### config.mk
export PLATFORM = sky130hd
export DESIGN_NAME = fwd_hazard_ctrl_flat
export DESIGN_NICKNAME = d
export VERILOG_FILES = /design/src/rtl/fwd_hazard_if.sv /design/src/rtl/fwd_hazard_ctrl.sv /design/src/flat_wrapper.sv
export SDC_FILE = /design/constraint.sdc
export NUM_CORES = 1
export LEC_CHECK = 0
export CORE_UTILIZATION = 52
export CTS_BUF_LIST = sky130_fd_sc_hd__clkbuf_2 sky130_fd_sc_hd__clkbuf_4 sky130_fd_sc_hd__clkbuf_8
export CTS_CLUSTER_DIAMETER = 120
export CTS_CLUSTER_SIZE = 16
export DETAILED_ROUTE_END_ITERATION = 7
export PLACE_DENSITY = 0.86
export SLEW_MARGIN = 10
export SYNTH_ARGS = -nofsm -noshare
export SYNTH_HDL_FRONTEND = slang
export SYNTH_SLANG_ARGS = --single-unit
### constraint.sdc
create_clock -name clk -period 3.05 [get_ports clk]
set_input_delay 0.305 -clock clk [delete_from_list [all_inputs] [get_ports clk]]
set_output_delay 0.305 -clock clk [all_outputs]
set_load 0.1 [all_outputs]
### src/rtl/fwd_hazard_if.sv
// ID-stage request and forwarding/stall response bundle for fwd_hazard_ctrl.
// The decoder side uses master; the controller uses slave.
interface fwd_hazard_if #(
  parameter int unsigned REG_AW = 3,
  parameter int unsigned CNT_W  = 16
);
  logic              id_valid;
  logic [REG_AW-1:0] id_rs1;
  logic [REG_AW-1:0] id_rs2;
  logic              id_rs1_used;
  logic              id_rs2_used;
  logic [REG_AW-1:0] id_rd;
  logic              id_we;
  logic              id_is_load;
  logic              flush;
  logic [1:0]        sel_a;
  logic [1:0]        sel_b;
  logic              stall;
  logic [CNT_W-1:0]  stall_cnt;

  modport master (
    output id_valid, id_rs1, id_rs2, id_rs1_used, id_rs2_used, id_rd, id_we, id_is_load, flush,
    input  sel_a, sel_b, stall, stall_cnt
  );

  modport slave (
    input  id_valid, id_rs1, id_rs2, id_rs1_used, id_rs2_used, id_rd, id_we, id_is_load, flush,
    output sel_a, sel_b, stall, stall_cnt
  );
endinterface

### src/rtl/fwd_hazard_ctrl.sv
// Operand forwarding select and load-use stall generation for the instruction entering EX.
// Tracks EX and MEM destination records; selects are registered, stall is combinational.
module fwd_hazard_ctrl #(
  parameter int unsigned REG_AW = 3,
  parameter int unsigned CNT_W  = 16
) (
  input logic          clk,
  input logic          rst_n,
  fwd_hazard_if.slave  bus
);

  // MEM needs no load flag: MEM/WB forwarding already carries load data.
  logic              ex_v_q, ex_v_d;
  logic              ex_ld_q, ex_ld_d;
  logic [REG_AW-1:0] ex_rd_q, ex_rd_d;
  logic              mem_v_q;
  logic [REG_AW-1:0] mem_rd_q;
  logic [1:0]        sel_a_q, sel_a_d;
  logic [1:0]        sel_b_q, sel_b_d;
  logic [CNT_W-1:0]  cnt_q, cnt_d;

  logic match_ex1, match_ex2, match_mem1, match_mem2;
  logic stall, load_ex;

  always_comb begin
    match_ex1  = bus.id_rs1_used & ex_v_q  & (ex_rd_q  == bus.id_rs1) & (bus.id_rs1 != '0);
    match_ex2  = bus.id_rs2_used & ex_v_q  & (ex_rd_q  == bus.id_rs2) & (bus.id_rs2 != '0);
    match_mem1 = bus.id_rs1_used & mem_v_q & (mem_rd_q == bus.id_rs1) & (bus.id_rs1 != '0);
    match_mem2 = bus.id_rs2_used & mem_v_q & (mem_rd_q == bus.id_rs2) & (bus.id_rs2 != '0);
    stall      = bus.id_valid & ~bus.flush & (match_ex1 | match_ex2) & ex_ld_q;
    load_ex    = bus.id_valid & ~stall & ~bus.flush;
  end

  always_comb begin
    ex_v_d  = load_ex & bus.id_we & (bus.id_rd != '0);
    ex_ld_d = load_ex & bus.id_is_load;
    ex_rd_d = bus.id_rd;
    sel_a_d = 2'b00;
    sel_b_d = 2'b00;
    if (load_ex) begin
      // Newest producer wins: EX record before MEM record.
      if (match_ex1)       sel_a_d = 2'b01;
      else if (match_mem1) sel_a_d = 2'b10;
      if (match_ex2)       sel_b_d = 2'b01;
      else if (match_mem2) sel_b_d = 2'b10;
    end
    cnt_d = cnt_q;
    if (stall && (cnt_q != '1)) cnt_d = cnt_q + CNT_W'(1);
  end

  always_ff @(posedge clk or negedge rst_n) begin
    if (!rst_n) begin
      ex_v_q   <= 1'b0;
      ex_ld_q  <= 1'b0;
      ex_rd_q  <= '0;
      mem_v_q  <= 1'b0;
      mem_rd_q <= '0;
      sel_a_q  <= 2'b00;
      sel_b_q  <= 2'b00;
      cnt_q    <= '0;
    end else begin
      ex_v_q   <= ex_v_d;
      ex_ld_q  <= ex_ld_d;
      ex_rd_q  <= ex_rd_d;
      mem_v_q  <= ex_v_q;
      mem_rd_q <= ex_rd_q;
      sel_a_q  <= sel_a_d;
      sel_b_q  <= sel_b_d;
      cnt_q    <= cnt_d;
    end
  end

  assign bus.stall     = stall;
  assign bus.sel_a     = sel_a_q;
  assign bus.sel_b     = sel_b_q;
  assign bus.stall_cnt = cnt_q;

endmodule

### src/flat_wrapper.sv
// flat-port wrapper written by rule: the top's interface ports become plain ports
module fwd_hazard_ctrl_flat 
#(
  parameter int unsigned REG_AW = 3,
  parameter int unsigned CNT_W  = 16
)
  (clk, rst_n, bus_id_valid, bus_id_rs1, bus_id_rs2, bus_id_rs1_used, bus_id_rs2_used, bus_id_rd, bus_id_we, bus_id_is_load, bus_flush, bus_sel_a, bus_sel_b, bus_stall, bus_stall_cnt);
  fwd_hazard_if #(.REG_AW(REG_AW), .CNT_W(CNT_W)) bus_i ();
  input logic clk;
  input logic rst_n;
  input wire logic [$bits(bus_i.id_valid)-1:0] bus_id_valid;
  input wire logic [$bits(bus_i.id_rs1)-1:0] bus_id_rs1;
  input wire logic [$bits(bus_i.id_rs2)-1:0] bus_id_rs2;
  input wire logic [$bits(bus_i.id_rs1_used)-1:0] bus_id_rs1_used;
  input wire logic [$bits(bus_i.id_rs2_used)-1:0] bus_id_rs2_used;
  input wire logic [$bits(bus_i.id_rd)-1:0] bus_id_rd;
  input wire logic [$bits(bus_i.id_we)-1:0] bus_id_we;
  input wire logic [$bits(bus_i.id_is_load)-1:0] bus_id_is_load;
  input wire logic [$bits(bus_i.flush)-1:0] bus_flush;
  output wire logic [$bits(bus_i.sel_a)-1:0] bus_sel_a;
  output wire logic [$bits(bus_i.sel_b)-1:0] bus_sel_b;
  output wire logic [$bits(bus_i.stall)-1:0] bus_stall;
  output wire logic [$bits(bus_i.stall_cnt)-1:0] bus_stall_cnt;
  assign bus_i.id_valid = bus_id_valid;
  assign bus_i.id_rs1 = bus_id_rs1;
  assign bus_i.id_rs2 = bus_id_rs2;
  assign bus_i.id_rs1_used = bus_id_rs1_used;
  assign bus_i.id_rs2_used = bus_id_rs2_used;
  assign bus_i.id_rd = bus_id_rd;
  assign bus_i.id_we = bus_id_we;
  assign bus_i.id_is_load = bus_id_is_load;
  assign bus_i.flush = bus_flush;
  assign bus_sel_a = bus_i.sel_a;
  assign bus_sel_b = bus_i.sel_b;
  assign bus_stall = bus_i.stall;
  assign bus_stall_cnt = bus_i.stall_cnt;
  fwd_hazard_ctrl #(.REG_AW(REG_AW), .CNT_W(CNT_W)) u_core (.clk(clk), .rst_n(rst_n), .bus(bus_i));
endmodule
# Yosys cells after proc, flatten, opt, wreduce, memory -nomap -nowiden
# Cells that the tools add are included.
dict set report word_totals {
  regBits 29
}
dict set report op_classes {
  addsub 1
  eq_ne 5
  mux 6
  bitwise_logic 23
  reduce_logical 4
}
# cell count
set ops {}
lappend ops {{$and 1x1->1} 20}
lappend ops {{$add 16x1->16 const B} 1}
lappend ops {{$ne 16x16->1 const B} 1}
lappend ops {{$eq 3x3->1} 4}
lappend ops {{$mux 2} 6}
lappend ops {{$reduce_bool 3->1} 3}
lappend ops {{$not 1->1} 2}
lappend ops {{$logic_and 1x1->1} 1}
lappend ops {{$or 1x1->1} 1}

# Longest topological paths before layout
dict set report logic_depth {
  depth_word 11
  depth_mapped 7
  ltp_nobuf 7
}

# Least setup slack after synthesis
# Ideal clock, no wire load.
dict set report synth_timing {
  path_type {register to register}
  start {register u_core.cnt_q[0] (netlist: u_core.bus.stall_cnt[0])}
  end {register u_core.cnt_q[1] (netlist: u_core.bus.stall_cnt[1])}
  t_arrival_ps 2379
  required_time_ps 2922
  setup_slack_ps 543
  path_stages_with_launch 7
  path_buffers 1
  cell_sequence {dfrtp_1 ha_1 nand3_1 nor4_4 a221oi_2 buf_4 mux2_1}
}
dict set report synth_via {
  elab_chain_len 2
  word_cells_on_any_way 3
  cone_classes {add/sub: 1; eq/ne: 1; reduce/logical: 1}
}
# item line
set synth_rtl {}
lappend synth_rtl {{from (decl)} fwd_hazard_ctrl.sv:20} ;# logic [CNT_W-1:0] cnt_q, cnt_d;
lappend synth_rtl {{from (signal assigned)} fwd_hazard_ctrl.sv:69} ;# cnt_q <= cnt_d;
lappend synth_rtl {{branches (longest 2 deep; another with $add 16x1->16)} --}
# Parallel ways; which one is timed is not known.
# A chain may end at the register's enable or synchronous reset.

# Worst setup path in the final report
dict set report layout_timing {
  start {input bus_id_rs2[0]}
  end {output bus_stall}
}
dict set report layout_via {
  elab_chain_len 6
  word_cells_on_any_way 7
  cone_classes {eq/ne: 1; bitwise: 5; reduce/logical: 1}
}
# item line
set layout_rtl {}
lappend layout_rtl {{from (decl)} flat_wrapper.sv:13} ;# input wire logic [$bits(bus_i.id_rs2)-1:0] bus_id_rs2;
lappend layout_rtl {{$eq 3x3->1} fwd_hazard_ctrl.sv:27} ;# match_ex2 = bus.id_rs2_used & ex_v_q & (ex_rd_q == bus.id_rs2) & (bus.id_rs2 != '0);
lappend layout_rtl {{$and 1x1->1} fwd_hazard_ctrl.sv:27}
lappend layout_rtl {{$and 1x1->1 *} fwd_hazard_ctrl.sv:27}
lappend layout_rtl {{$or 1x1->1 *} fwd_hazard_ctrl.sv:30} ;# stall = bus.id_valid & ~bus.flush & (match_ex1 | match_ex2) & ex_ld_q;
lappend layout_rtl {{$and 1x1->1 * (2 in series)} fwd_hazard_ctrl.sv:30}
lappend layout_rtl {{to (decl)} flat_wrapper.sv:22} ;# output wire logic [$bits(bus_i.stall)-1:0] bus_stall;
# Every way passes the cells marked *; elsewhere a longest branch is shown, timed or not.

==> flow_summary.json <==
{
  "finalMaxSlewViolations": 0,
  "first_pass_iters": 4,
  "routed-wl-met3_um": 158,
  "wl_met1_mm": 1.175,
  "root_buffer": "clkbuf_4",
  "cts_num_sinks": 29,
  "num_vias": 1022,
  "achievable-frequency_mhz": 437.5,
  "p_seq_frac": 0.580,
  "synth_ff_type": "dfrtp_1",
  "rsz0062_at_grt": "false",
  "synth_nets": 129,
  "hold_viol": 0,
  "crit_start": "bus_id_rs2[0]",
  "ys_types": 25,
  "dp_hpwl_mm": 1.968,
  "cellLeakagePower_nw": 0.8238,
  "cts_setup_buffers": 0,
  "cts_tree": "yes",
  "synthArstFlopShare": 1.000,
  "worst_slew_pin_slew_ns": 0.9792,
  "initial_utilization": 0.5469,
  "route.detailed.drc": 0,
  "tns_ns": 0,
  "p_sw_frac": 0.2408,
  "comb_power_share": 0.088,
  "grt_pass1_wl_mm": 4.340,
  "skew_ns": 0.004349,
  "fin_crit_ns": 2.286,
  "crit_type": "in2out",
  "setup_viol": 0,
  "clk_latency_ns": 0.34,
  "status": "finished, final reports clean",
  "netSwitchingPower_uw": 164.4,
  "synth.cells.most_frequent": "29 x dfrtp_1, 17 x xnor2_1, 8 x nand2_1, 7 x and3_1, 7 x xor2_1",
  "worstPathArrival_ns": 1.98,
  "drive_above_1_share": 0.1847,
  "grt_pass1_vias": 956,
  "synth_top_area_share": 0.5405,
  "r2r-start": "u_core.bus.stall_cnt[1]$_DFFE_PN0P_",
  "placementRows": 18,
  "routed-wl-met2_mm": 1.274,
  "ys_seq_area_frac": 0.5405,
  "die_y_um": 52.81,
  "coreArea_mm2": 0.002455,
  "synth.avg_cell_area_um2": 12.09,
  "die-area_mm2": 0.002789,
  "nets": 174,
  "layout_worst_path_cycle_share": 0.7495,
  "antenna_cells": 0,
  "drv_cap": 0,
  "ioPinCount": 38,
  "routedWlPerCell_um": 14.22,
  "setup.worst_path.start_class": "primary input",
  "slew_headroom": 0.3452,
  "whs_ns": 0.3468,
  "hold_path_class": "in2async",
  "synthCells": 111,
  "numCtsBuffers": 5,
  "ys_seq_elements": 29,
  "antenna_found_initial": 0,
  "ant_nets": 0,
  "synth_enable_flop_cells": 0,
  "path_max_fanout": 9,
  "end_kind": "output port",
  "required_ns": 2.74,
  "die_w_um": 52.81,
  "synth_top_area_cell": "dfrtp_1",
  "powerDensity_mw_per_mm2": 380.9,
  "top_layer": "met4",
  "p_int_uw": 518.6,
  "wl_mm": 2.659,
  "port-buffer-count": 37,
  "postCtsHoldBufs": 0,
  "yosys-top-cells-area": "dfrtp_1 54%, xnor2_1 11%, xor2_1 4.6%",
  "syn-cell-area_mm2": 0.001343,
  "path_clk_slew_ns": 0.09,
  "vias_per_cell": 5.465,
  "grt-ovfl-total": 0,
  "gp_congestion": 0.8241,
  "cts_resized": 0,
  "cts_buffer_depth": 2,
  "grt_max_degree": 30,
  "drt_iter0_drc": 13,
  "synthToLayoutAreaGrowth_pct": 33.55,
  "peakVddDrop_uv": 402.5,
  "gr-usage-all-layers": 0.2278,
  "synth_most_common_cell": "dfrtp_1",
  "synth_warnings": 0,
  "clockPowerShare": 0.332,
  "h-tree-depth": 2,
  "r2r_slack_ns": 1.13
}
==> cells in the final DEF (no fill, tap or decap), types with 2 or more instances in the layout <==
master / instances
nor2b_1: 3
o31a_1: 2
and4_1: 3
dfrtp_1: 29
nor2_1: 2
nand4_1: 6
nor3_1: 5
nand3_1: 4
nand2_1: 8
clkinv_2: 2
clkdlybuf4s50_1: 24
xnor2_1: 17
buf_4: 14
a41oi_1: 3
a31oi_1: 2
xor2_1: 7
nand2b_4: 2
and3_1: 7
clkbuf_4: 6
nand2b_1: 2
==> path summary, 6_finish.rpt <==
| kind | end | depth (start not counted) |
|---|---|---|
| max in group asynchronous | u_core.mem_rd_q[0]$_DFF_PN0_ | 2 |
| min reg2reg | u_core.mem_v_q$_DFF_PN0_ | 0 |
| max reg2reg | u_core.bus.stall_cnt[1]$_DFFE_PN0P_ | 6 |
| min | u_core.bus.stall_cnt[12]$_DFFE_PN0P_ | 2 |
| min in group clk | u_core.ex_rd_q[2]$_DFF_PN0_ | 1 |
| max | bus_stall | 6 |
==> final cells by class <==
cell class,count,area [um^2]
Timing Repair Buffer,39,365.4
Fill cell,186,661.9
Clock buffer,6,45.04
Multi-Input combinational cell,81,609.3
Clock inverter,2,10.01
Tap cell,30,37.54
Sequential cell,29,725.7
==> metal layers <==
layer | track usage | up-vias
met5 | 0 | -
met4 | 0.09211 | 0
met3 | 0.09565 | 5
met2 | 0.3565 | 32
met1 | 0.2748 | 489
li1 | - | 496
==> critical path: stages <==
cell             delay, ns
clkdlybuf4s50_1       0.55
xnor2_1               0.14
nand4_1               0.15
nand2b_4              0.19
a21oi_2               0.40
buf_12                0.24
==> power by group through the flow <==
stage | clock (mW) | sequential (mW) | combinational [mW]
after floorplan | 0 | 0.406 | 0.0196
final | 0.227 | 0.396 | 0.0601
after global placement | 0 | 0.403 | 0.0583
after CTS | 0.232 | 0.396 | 0.0610
after global routing | 0.252 | 0.397 | 0.0658
after detailed placement | 0 | 0.404 | 0.0605
==> metrics by stage <==
stage          worst slack [ns]  std cells  power (mW)    util  area, um^2
3_3_place_gp             0.8401        179      0.4617  0.7080        1738
6_report                 0.7641        187      0.6830  0.7304        1793
5_1_grt                  0.6793        187      0.7145  0.7304        1793
2_1_floorplan            0.5427        111      0.4256       -        1343
3_5_place_dp             0.7946        179      0.4643  0.7080        1738
4_1_cts                  0.7777        187      0.6890  0.7304        1793
==> registers in the layout, summed over array words and instances (netlist names) <==
name                  flops
u_core.mem_v_q            1
u_core.bus.sel_b          2
u_core.mem_rd_q           3
u_core.ex_ld_q            1
u_core.bus.stall_cnt     16
u_core.ex_v_q             1
u_core.ex_rd_q            3
u_core.bus.sel_a          2
==> cell families after synthesis <==
kind of cell             count (synthesis)  synth area share
AND/OR/NAND/NOR                         44            0.2088
flip-flops                              29            0.5405
XOR/XNOR                                24            0.1566
AO/OA/AOI/OAI                           11           0.07083
buffers and inverters                    1          0.005594
multiplexers                             1          0.008387
adder cells (fa/ha/maj)                  1          0.009318
(Power assumes the default switching activity.)
